$ cat src/rtl/line_window_ctrl_if.sv
// line_window_ctrl_if: pixel stream, line-FIFO and 3x3 window signals of line_window_ctrl.
interface line_window_ctrl_if #(parameter int COLOR_CHANNEL = 8);
    logic                                i_valid;
    logic [2:0][COLOR_CHANNEL-1:0]       i_pixel;
    logic                                o_ready;
    logic [1:0]                          o_line_write;
    logic [1:0]                          o_line_read;
    logic [2:0][COLOR_CHANNEL-1:0]       o_line0_value;
    logic [2:0][COLOR_CHANNEL-1:0]       o_line1_value;
    logic [2:0][COLOR_CHANNEL-1:0]       i_line0_value;
    logic [2:0][COLOR_CHANNEL-1:0]       i_line1_value;
    logic [1:0]                          i_line_empty;
    logic [1:0]                          i_line_full;
    logic [8:0][2:0][COLOR_CHANNEL-1:0]  o_window;
    logic                                o_valid;
    logic                                o_frame_done;
    logic                                o_error;
    modport slave (
        input  i_valid, i_pixel, i_line0_value, i_line1_value, i_line_empty, i_line_full,
        output o_ready, o_line_write, o_line_read, o_line0_value, o_line1_value,
               o_window, o_valid, o_frame_done, o_error
    );
    modport master (
        output i_valid, i_pixel, i_line0_value, i_line1_value, i_line_empty, i_line_full,
        input  o_ready, o_line_write, o_line_read, o_line0_value, o_line1_value,
               o_window, o_valid, o_frame_done, o_error
    );
endinterface

$ cat src/rtl/line_window_ctrl.sv
// line_window_ctrl: streams raster RGB pixels through two line FIFOs and emits interior 3x3 windows.
module line_window_ctrl #(
    parameter int COLOR_CHANNEL = 8,
    parameter int IMAGE_WIDTH   = 640,
    parameter int IMAGE_HEIGHT  = 480
) (
    input logic               i_clk,
    input logic               i_reset,
    line_window_ctrl_if.slave bus
);
    localparam int XW = $clog2(IMAGE_WIDTH);
    localparam int YW = $clog2(IMAGE_HEIGHT);
    typedef enum logic [1:0] {FILL0, FILL1, STREAM, LAST} state_t;
    typedef logic [2:0][COLOR_CHANNEL-1:0] px_t;
    state_t          state_q, state_d;
    logic [XW-1:0]   x_q, x_d;
    logic [YW-1:0]   y_q, y_d;
    px_t [8:0]       win_q, win_d;
    logic            valid_q, valid_d, done_q, done_d, err_q, err_d;
    logic            accept, rd0, rd1, wr0, wr1, x_end, y_end;
    always_ff @(posedge i_clk or posedge i_reset) begin
        if (i_reset) begin
            state_q <= FILL0;
            x_q     <= '0;
            y_q     <= '0;
            win_q   <= '0;
            valid_q <= 1'b0;
            done_q  <= 1'b0;
            err_q   <= 1'b0;
        end else begin
            state_q <= state_d;
            x_q     <= x_d;
            y_q     <= y_d;
            win_q   <= win_d;
            valid_q <= valid_d;
            done_q  <= done_d;
            err_q   <= err_d;
        end
    end
    always_comb begin
        accept  = bus.i_valid & ~done_q;
        rd0     = state_q != FILL0;
        rd1     = state_q == STREAM || state_q == LAST;
        wr0     = state_q != LAST;
        wr1     = state_q == FILL1 || state_q == STREAM;
        x_end   = x_q == XW'(IMAGE_WIDTH - 1);
        y_end   = y_q == YW'(IMAGE_HEIGHT - 1);
        x_d     = accept ? (x_end ? '0 : x_q + 1'b1) : x_q;
        y_d     = (accept && x_end) ? (y_end ? '0 : y_q + 1'b1) : y_q;
        // Row role follows the row the next pixel belongs to.
        state_d = y_d == '0 ? FILL0 : y_d == YW'(1) ? FILL1 : y_d == YW'(IMAGE_HEIGHT - 1) ? LAST : STREAM;
        win_d   = win_q;
        if (accept) begin
            for (int r = 0; r < 3; r++) begin
                win_d[r*3]   = win_q[r*3+1];
                win_d[r*3+1] = win_q[r*3+2];
            end
            win_d[2] = rd1 ? bus.i_line1_value : '0;
            win_d[5] = rd0 ? bus.i_line0_value : '0;
            win_d[8] = bus.i_pixel;
        end
        valid_d = accept && x_q >= XW'(2) && y_q >= YW'(2);
        done_d  = accept && x_end && y_end;
        err_d   = err_q | (accept & ((rd0 & bus.i_line_empty[0]) | (rd1 & bus.i_line_empty[1]) |
                                     (wr0 & bus.i_line_full[0])  | (wr1 & bus.i_line_full[1])));
    end
    assign bus.o_ready       = ~done_q;
    assign bus.o_line_read   = {accept & rd1, accept & rd0};
    assign bus.o_line_write  = {accept & wr1, accept & wr0};
    assign bus.o_line0_value = bus.i_pixel;
    assign bus.o_line1_value = bus.i_line0_value;
    assign bus.o_window      = win_q;
    assign bus.o_valid       = valid_q;
    assign bus.o_frame_done  = done_q;
    assign bus.o_error       = err_q;
endmodule

$ cat src/flat_wrapper.sv
// flat-port wrapper written by rule: the top's interface ports become plain ports
module line_window_ctrl_flat 
#(
    parameter int COLOR_CHANNEL = 8,
    parameter int IMAGE_WIDTH   = 640,
    parameter int IMAGE_HEIGHT  = 480
)
  (i_clk, i_reset, bus_i_valid, bus_i_pixel, bus_i_line0_value, bus_i_line1_value, bus_i_line_empty, bus_i_line_full, bus_o_ready, bus_o_line_write, bus_o_line_read, bus_o_line0_value, bus_o_line1_value, bus_o_window, bus_o_valid, bus_o_frame_done, bus_o_error);
  line_window_ctrl_if #(.COLOR_CHANNEL(COLOR_CHANNEL)) bus_i ();
  input logic i_clk;
  input logic i_reset;
  input wire logic [$bits(bus_i.i_valid)-1:0] bus_i_valid;
  input wire logic [$bits(bus_i.i_pixel)-1:0] bus_i_pixel;
  input wire logic [$bits(bus_i.i_line0_value)-1:0] bus_i_line0_value;
  input wire logic [$bits(bus_i.i_line1_value)-1:0] bus_i_line1_value;
  input wire logic [$bits(bus_i.i_line_empty)-1:0] bus_i_line_empty;
  input wire logic [$bits(bus_i.i_line_full)-1:0] bus_i_line_full;
  output wire logic [$bits(bus_i.o_ready)-1:0] bus_o_ready;
  output wire logic [$bits(bus_i.o_line_write)-1:0] bus_o_line_write;
  output wire logic [$bits(bus_i.o_line_read)-1:0] bus_o_line_read;
  output wire logic [$bits(bus_i.o_line0_value)-1:0] bus_o_line0_value;
  output wire logic [$bits(bus_i.o_line1_value)-1:0] bus_o_line1_value;
  output wire logic [$bits(bus_i.o_window)-1:0] bus_o_window;
  output wire logic [$bits(bus_i.o_valid)-1:0] bus_o_valid;
  output wire logic [$bits(bus_i.o_frame_done)-1:0] bus_o_frame_done;
  output wire logic [$bits(bus_i.o_error)-1:0] bus_o_error;
  assign bus_i.i_valid = bus_i_valid;
  assign bus_i.i_pixel = bus_i_pixel;
  assign bus_i.i_line0_value = bus_i_line0_value;
  assign bus_i.i_line1_value = bus_i_line1_value;
  assign bus_i.i_line_empty = bus_i_line_empty;
  assign bus_i.i_line_full = bus_i_line_full;
  assign bus_o_ready = bus_i.o_ready;
  assign bus_o_line_write = bus_i.o_line_write;
  assign bus_o_line_read = bus_i.o_line_read;
  assign bus_o_line0_value = bus_i.o_line0_value;
  assign bus_o_line1_value = bus_i.o_line1_value;
  assign bus_o_window = bus_i.o_window;
  assign bus_o_valid = bus_i.o_valid;
  assign bus_o_frame_done = bus_i.o_frame_done;
  assign bus_o_error = bus_i.o_error;
  line_window_ctrl #(.COLOR_CHANNEL(COLOR_CHANNEL), .IMAGE_WIDTH(IMAGE_WIDTH), .IMAGE_HEIGHT(IMAGE_HEIGHT)) u_core (.i_clk(i_clk), .i_reset(i_reset), .bus(bus_i));
endmodule
$ cat config.mk
export PLATFORM = sky130hd
export DESIGN_NAME = line_window_ctrl_flat
export DESIGN_NICKNAME = d
export VERILOG_FILES = /design/src/rtl/line_window_ctrl_if.sv /design/src/rtl/line_window_ctrl.sv /design/src/flat_wrapper.sv
export SDC_FILE = /design/constraint.sdc
export NUM_CORES = 1
export LEC_CHECK = 0
export CAP_MARGIN = 5
export CORE_UTILIZATION = 49
export DETAILED_ROUTE_END_ITERATION = 10
export PLACE_DENSITY_LB_ADDON = 0.3
export SETUP_SLACK_MARGIN = 0.15
export SYNTH_ARGS = -nofsm -noshare
export SYNTH_HDL_FRONTEND = slang
export SYNTH_SLANG_ARGS = --single-unit
$ cat constraint.sdc
create_clock -name i_clk -period 17.1 [get_ports i_clk]
set_input_delay 2.565 -clock i_clk [delete_from_list [all_inputs] [get_ports i_clk]]
set_output_delay 2.565 -clock i_clk [all_outputs]
set_load 0.005 [all_outputs]
==> results.md <==
* Slew HR at 30.9%
* Clock root buffer: clkbuf_16
* Setup TNS at 0 ps
* Sw Ratio at 25.7%
* Power per cell area at 108 mW/mm^2
* Ant diodes at 0
* Synthesis-stage register bit count at 240
* Fmax at 139 MHz
* Type of the tightest min-delay check: register to register
* Crit. End Element: output port
* Synthesized area per cell at 9.23 um^2
* Sequential share of power at 45.6%
* Final total power at 1.50 mW
* Setup Crit Path Kind: primary input to output port
* VDD IR max at 71.0 uV
* CTS H-Tree Depth at 1
* Area share of the largest cell type after synthesis at 61.3%
* GRT overflow at 0
* Cells after DPL at 1,580
* Nets at about 1.4k
* Pre-CTS worst setup slack at 9950 ps
* Synth area leaders: dfrtp_1 (61%), nand2_1 (21%), buf_4 (3.7%)
* XOR/XNOR Fraction of Synth Area at 0.716%
* Setup ws final at 9920 ps
* Hold Vio Cnt, Final at 0
* Die width at roughly 140 um
* Via/cell ratio at slightly above 5
* Layout cells sized above 1 at 4.26%
* First-pass detailed-route iteration total at 5
* Post-synthesis sequential area ratio at 61.3%
* Starting Density at 50.1%
* Die span in y at 143 um
* Max-cap viol count at 0
* Switch Pwr at 386 uW
* Post-Synth Simple-Gate Area at 26.5%
* Worst Tran Pin Value at about 1000 ps
* Power share of the clock group at 36.6%
* Register area at ~0.006 mm^2
* Post-synth EDFFs at 0
* Syn nets at roughly 1.1k
* Deepest clock path buffer count at 3
* Drt wl/cell at 16.5 um
* Multiplexer share of the synthesized area at 0.332%
* PortBufs at 350
* CP required at 14,530 ps
* Adder-Cell Fraction of Synth Area at 0.894%
* Leak Pwr at 6.82 nW
* Ports at roughly 350
* Gate Count Post-Synth at between 1k and 1.5k
* Yosys top cell by area: dfrtp_1
* Synth Warn # at 0
* Site row count at 51
* Final setup viols at 0
* CTS resizes at 0
* Die Area at 0.0206 mm^2
* Most frequent cells in the layout: nand2_1 (559), clkdlybuf4s50_1 (350), dfrtp_1 (240), nand3_1 (31)
* Final WL at between 20,000 and 30,000 um
* Status: finished, final reports clean
* Final Cycle Share at 42.0%
* Non-Filler Instances at 1,626
* Clock Sinks at 240
* FFs w/ async S/R, synth at between 90% and 100%
* GRT Overall Usage at between 20% and 30%
* Initial antenna violation count at 0
* Synth unique cells at 46
* GPL Wtd Cong at 0.857
* RSZ-0062 raised after global routing: false
* Via count at 8,220
* Clk pin slew, worst setup/hold paths at 60 ps
* Min cycle time layout at 7180 ps
* Mapped Area at 0.00979 mm^2
* Main combinational cell family by area after synthesis: simple AND/OR/NAND/NOR gates
* CTS tree: yes
* Most common cell after layout, fill and taps aside: nand2_1
* CTS buffer count at 25
* Post-synthesis compound-gate area fraction at 3.81%
* Worst Skew at 18.2 ps
* Post-CTS setup buffers at 0
* Total core area at 0.0195 mm^2
* Routed Antenna Nets at 0
* Hpwl dp at 18,200 um
* Crit path arrival time at 4620 ps
* Hold bufs inserted after CTS at 0
* Number of global-route vias before repair at about 8k
* Top_reg_cell synth: dfrtp_1
* Critical path startpoint category: primary input
* Final Max Tran Viols at 0
* Fill count at 1,466
* Combinational group share of total power at 17.8%
* Worst-skew pair later-pin latency at 520 ps
* P&R area growth vs syn at 42.6%
* DRC violations left at 0
* Initial DRC count at between 400 and 500
* Global-route wire length before repair at 41,300 um
* Largest net degree at the start of global routing at 126
* P_int at 1.12 mW
* Multi-input gate area at 0.00317 mm^2
* CP Max Fanout at 34
## flip-flops by register name, summed over array words and instances, names as in the netlist
signal,count
u_core.bus.o_frame_done,1
u_core.state_q,2
u_core.y_q,9
u_core.bus.o_window,216
u_core.x_q,10
u_core.bus.o_valid,1
u_core.bus.o_error,1
## through the flow
stage / area (um^2) / utilization, % / hold slack [ps]
2_1_floorplan: 9790 / - / 465
3_3_place_gp: 13100 / 67.2 / 454
3_5_place_dp: 13100 / 67.2 / 460
4_1_cts: 14000 / 71.5 / 475
5_1_grt: 14000 / 71.5 / 485
6_report: 14000 / 71.5 / 471
## cells by family (layout without fill, tap and decap cells)
family | Yosys count | in the layout
fa+ha+maj | 7 | 7
simple gates | 644 | 644
mux | 2 | 2
xor+xnor | 8 | 8
flops | 240 | 240
compound gates | 45 | 45
buf+inv | 115 | 415
## cell type report
type | instances | share of cell area (%)
Timing Repair Buffer | 357 | 25.5
Clock buffer | 38 | 5.33
Clock inverter | 8 | 0.699
Sequential cell | 240 | 43.0
Multi-Input combinational cell | 706 | 22.7
Tap cell | 265 | 2.38
Inverter | 12 | 0.376
## per-layer routing
layer / share of wire [%] / up-vias / GRT usage [%] / routed length (um)
met5: 0 / - / 0 / 0
met4: 3.4 / 0 / 9.91 / 906
met3: 8.3 / 55 / 7.10 / 2220
met2: 49 / 309 / 43.3 / 13200
met1: 39 / 3987 / 31.5 / 10600
li1: - / 3869 / - / -
## Yosys cell counts, types with 2 or more instances
cell type and count:
nand2_1 560, dfrtp_1 240, buf_4 48, clkbuf_1 42
nand3_1 31, a22o_1 25, nor2_1 13, inv_1 12
buf_1 9, nand4_1 8, ha_1 7, xnor2_1 7
a21oi_1 5, o21ai_0 5, and4_1 4, nor3_1 4
nor4_1 4, or3_1 3, a31oi_1 2, and2_1 2
buf_2 2, nand4b_1 2, nor2b_1 2, or2_2 2
## path summary, 6_finish.rpt
| kind | slack (ps) | depth (start not counted) | endpoint | startpoint |
|---|---|---|---|---|
| min in group asynchronous | 2640 | 2 | u_core.bus.o_window[137] | i_reset |
| max in group asynchronous | 13060 | 3 | u_core.bus.o_window[2] | i_reset |
| worst max-delay path | 9920 | 4 | bus_o_line_write[1] | bus_i_valid |
| worst min register to register | 470 | 2 | u_core.bus.o_window[74] | u_core.bus.o_window[74] |
| worst max register to register | 13760 | 5 | u_core.bus.o_valid | u_core.bus.o_frame_done |
| worst min-delay path | 470 | 2 | u_core.bus.o_window[74] | u_core.bus.o_window[74] |
## power groups by stage
stage / clock network (mW) / registers (mW) / logic [mW]
floorplan: 0 / 0.691 / 0.0942
global placement: 0 / 0.691 / 0.262
detailed placement: 0 / 0.694 / 0.268
CTS: 0.559 / 0.685 / 0.271
global route: 0.582 / 0.693 / 0.292
finish: 0.550 / 0.685 / 0.267
## critical path, stage by stage
cell             delay, ps
clkdlybuf4s50_1        550
nor2b_4                760
and2_1                 230
clkdlybuf4s50_1        510
No activity file was read; power rests on OpenSTA's default activity.
==> variant: new RTL, config.mk and constraints unchanged <==
`IMAGE_WIDTH` is set to 640 in 2 places; all go to 160.
--- a/src/rtl/line_window_ctrl.sv
+++ b/src/rtl/line_window_ctrl.sv
@@ -2,5 +2,5 @@
 module line_window_ctrl #(
     parameter int COLOR_CHANNEL = 8,
-    parameter int IMAGE_WIDTH   = 640,
+    parameter int IMAGE_WIDTH   = 160,
     parameter int IMAGE_HEIGHT  = 480
 ) (
--- a/src/flat_wrapper.sv
+++ b/src/flat_wrapper.sv
@@ -3,5 +3,5 @@
 #(
     parameter int COLOR_CHANNEL = 8,
-    parameter int IMAGE_WIDTH   = 640,
+    parameter int IMAGE_WIDTH   = 160,
     parameter int IMAGE_HEIGHT  = 480
 )
Check against the original RTL: same outputs for any inputs over 10 cycles, from zero or initial values and one cycle with i_reset high; that may be too few to reach the edited logic, so the function may still have changed.
==> variant against the unedited design <==
- sequential power down 11%
- sequential cell count is 2 lower
- core utilization increased by 0.97 points
- routed wire length is 5.5% lower
- cell area shrank 1.6%
- clock power down 9.3%
- global-route usage fell by 0.75 points
- area after synthesis shrank 1.6%
- power is 17% lower
- setup slack better by 0.27 ns
==> variant: results (changes against the unedited design) <==
stage,metric,value,unit,change
worst_setup_path,FF-to-FF path depth,7,,+2
sta,Clock Skews,0.00782,ns,-0.0104 ns
place,# port buffers,350,,unchanged
clock_tree,Setup Buffers After CTS,0,,unchanged
worst_hold_path,Hold Path Depth,2,,unchanged
clock_tree,htree depth,1,,unchanged
synth,sequential area share after synthesis,61.8,%,+0.50 points
grt,Global Route Usage Sum,25.0,%,-0.75 points
place,GP Congestion,0.844,,-1.6%
outcome,status,"complete, no violations",,
place,pre-CTS setup slack,10.19,ns,+0.248 ns
power,Clock Power Share,40.0,%,+3.4 points
power,Max IR drop VDD,0.0658,mV,-7.3%
worst_hold_path,Worst Hold Class,flop to flop,,
power,leakage,0.00690,uW,+1.1%
clock_tree,root buffer cell,clkbuf_16,,
clock_tree,Skew-Pair Late Insertion Delay,0.50,ns,-0.02 ns
detailed_routing,DR vias/cell,4.99,,-1.2%
sta,Worst slew margin,30.5,%,-0.49 points
finish,nets,1415,,-0.91%
worst_setup_path,CP max FO,75,,+120%
detailed_routing,DR iter-0 viols,501,,+5.9%
grt,initial antenna violation count,1,,+1
synth,"top cells by area, synth","dfrtp_1 (62%), nand2_1 (22%), buf_4 (3.7%)",,
synth,syn nets,1132,,-1.3%
synth,ys async rst share,100,%,unchanged
grt,vias in the first global route,7511,,-5.2%
grt,first-pass GRT wire length,39800,um,-3.7%
finish,Largest register FFs,216,,unchanged
grt,largest net degree at the start of global routing,105,,-17%
synth,main flop type after synthesis,dfrtp_1,,
clock_tree,worst-case clock buffer depth,3,,unchanged
clock_tree,post-CTS sizing,0,,unchanged
synth,Ys Warns,0,,unchanged
finish,share of layout cells above drive strength 1,3.86,%,-0.40 points
place,Post-DP HPWL,17400,um,-4.1%
clock_tree,TritonCTS buffer count,24,,-4.0%
worst_setup_path,Worst Path Arrival,4.35,ns,-0.27 ns
power,Switching Share,23.7,%,-2.0 points
detailed_routing,Post-Route WL,25400,um,-5.5%
detailed_routing,DR pass1 iterations,5,,unchanged
clock_tree,clk slew on worst S/H paths,0.06,ns,about the same
synth,most frequent cells after synthesis,"nand2_1 (560), dfrtp_1 (238), buf_4 (48)",,
synth,Yosys cell types,42,,-8.7%
## variant: power groups by stage
| stage | Clock [uW] | Sequential (uW) | Combinational [uW] |
|---|---|---|---|
| after floorplan | 0 | 621 | 59.4 |
| after global placement | 0 | 621 | 136 |
| after detailed placement | 0 | 622 | 139 |
| after CTS | 509 | 612 | 139 |
| after global routing | 535 | 617 | 150 |
| final | 499 | 613 | 137 |
## variant: cell families after synthesis
kind of cell	Yosys count	synth area share [%]
AO/OA/AOI/OAI	45	3.78
flip-flops	238	61.8
AND/OR/NAND/NOR	637	26.4
XOR/XNOR	8	0.727
adder cells (fa/ha/maj)	7	0.909
buffers and inverters	109	6.14
multiplexers	2	0.208
## variant: cell type report
| class | count | area, um2 |
|---|---|---|
| Sequential cell | 238 | 5960 |
| Fill cell | 1428 | 5220 |
| Timing Repair Buffer | 357 | 3560 |
| Multi-Input combinational cell | 699 | 3100 |
| Clock buffer | 40 | 732 |
| Tap cell | 260 | 325 |
| Inverter | 9 | 41.3 |
| Clock inverter | 4 | 23.8 |
| Antenna cell | 2 | 5.00 |
## variant: worst max-delay path, cell delays in order
cell and delay [ns]:
clkdlybuf4s50_1 0.52, nand2_4 0.44, nor2_2 0.28, clkdlybuf4s50_1 0.52
## variant: worst paths after layout
check	from	end	slack [ns]
worst max-delay path	bus_i_valid	bus_o_line_read[1]	10.19
worst min-delay path	u_core.bus.o_window[79]	u_core.bus.o_window[79]	0.47
worst max register to register	u_core.bus.o_frame_done	u_core.state_q[1]	13.51
worst min register to register	u_core.bus.o_window[79]	u_core.bus.o_window[79]	0.47
max in group asynchronous	i_reset	u_core.bus.o_window[56]	12.29
min in group asynchronous	i_reset	u_core.bus.o_window[103]	2.56
## variant: layer usage
metal	track usage (%)	up-vias	wire, um
li1	-	3817	-
met1	31.7	3851	9970
met2	42.3	310	12700
met3	5.18	55	1880
met4	9.22	0	856
met5	0	-	0
## variant: through the flow
step                utilization (%)  hold WS (ns)  std cells  power (uW)  instance area (um2)
global placement               68.4         0.456       1563         757                13000
CTS                            72.4         0.476       1607        1260                13700
global route                   72.4         0.489       1608        1300                13700
detailed placement             68.4         0.462       1563         761                13000
finish                         72.5         0.472       1609        1250                13700
floorplan                         -         0.465       1046         680                 9630
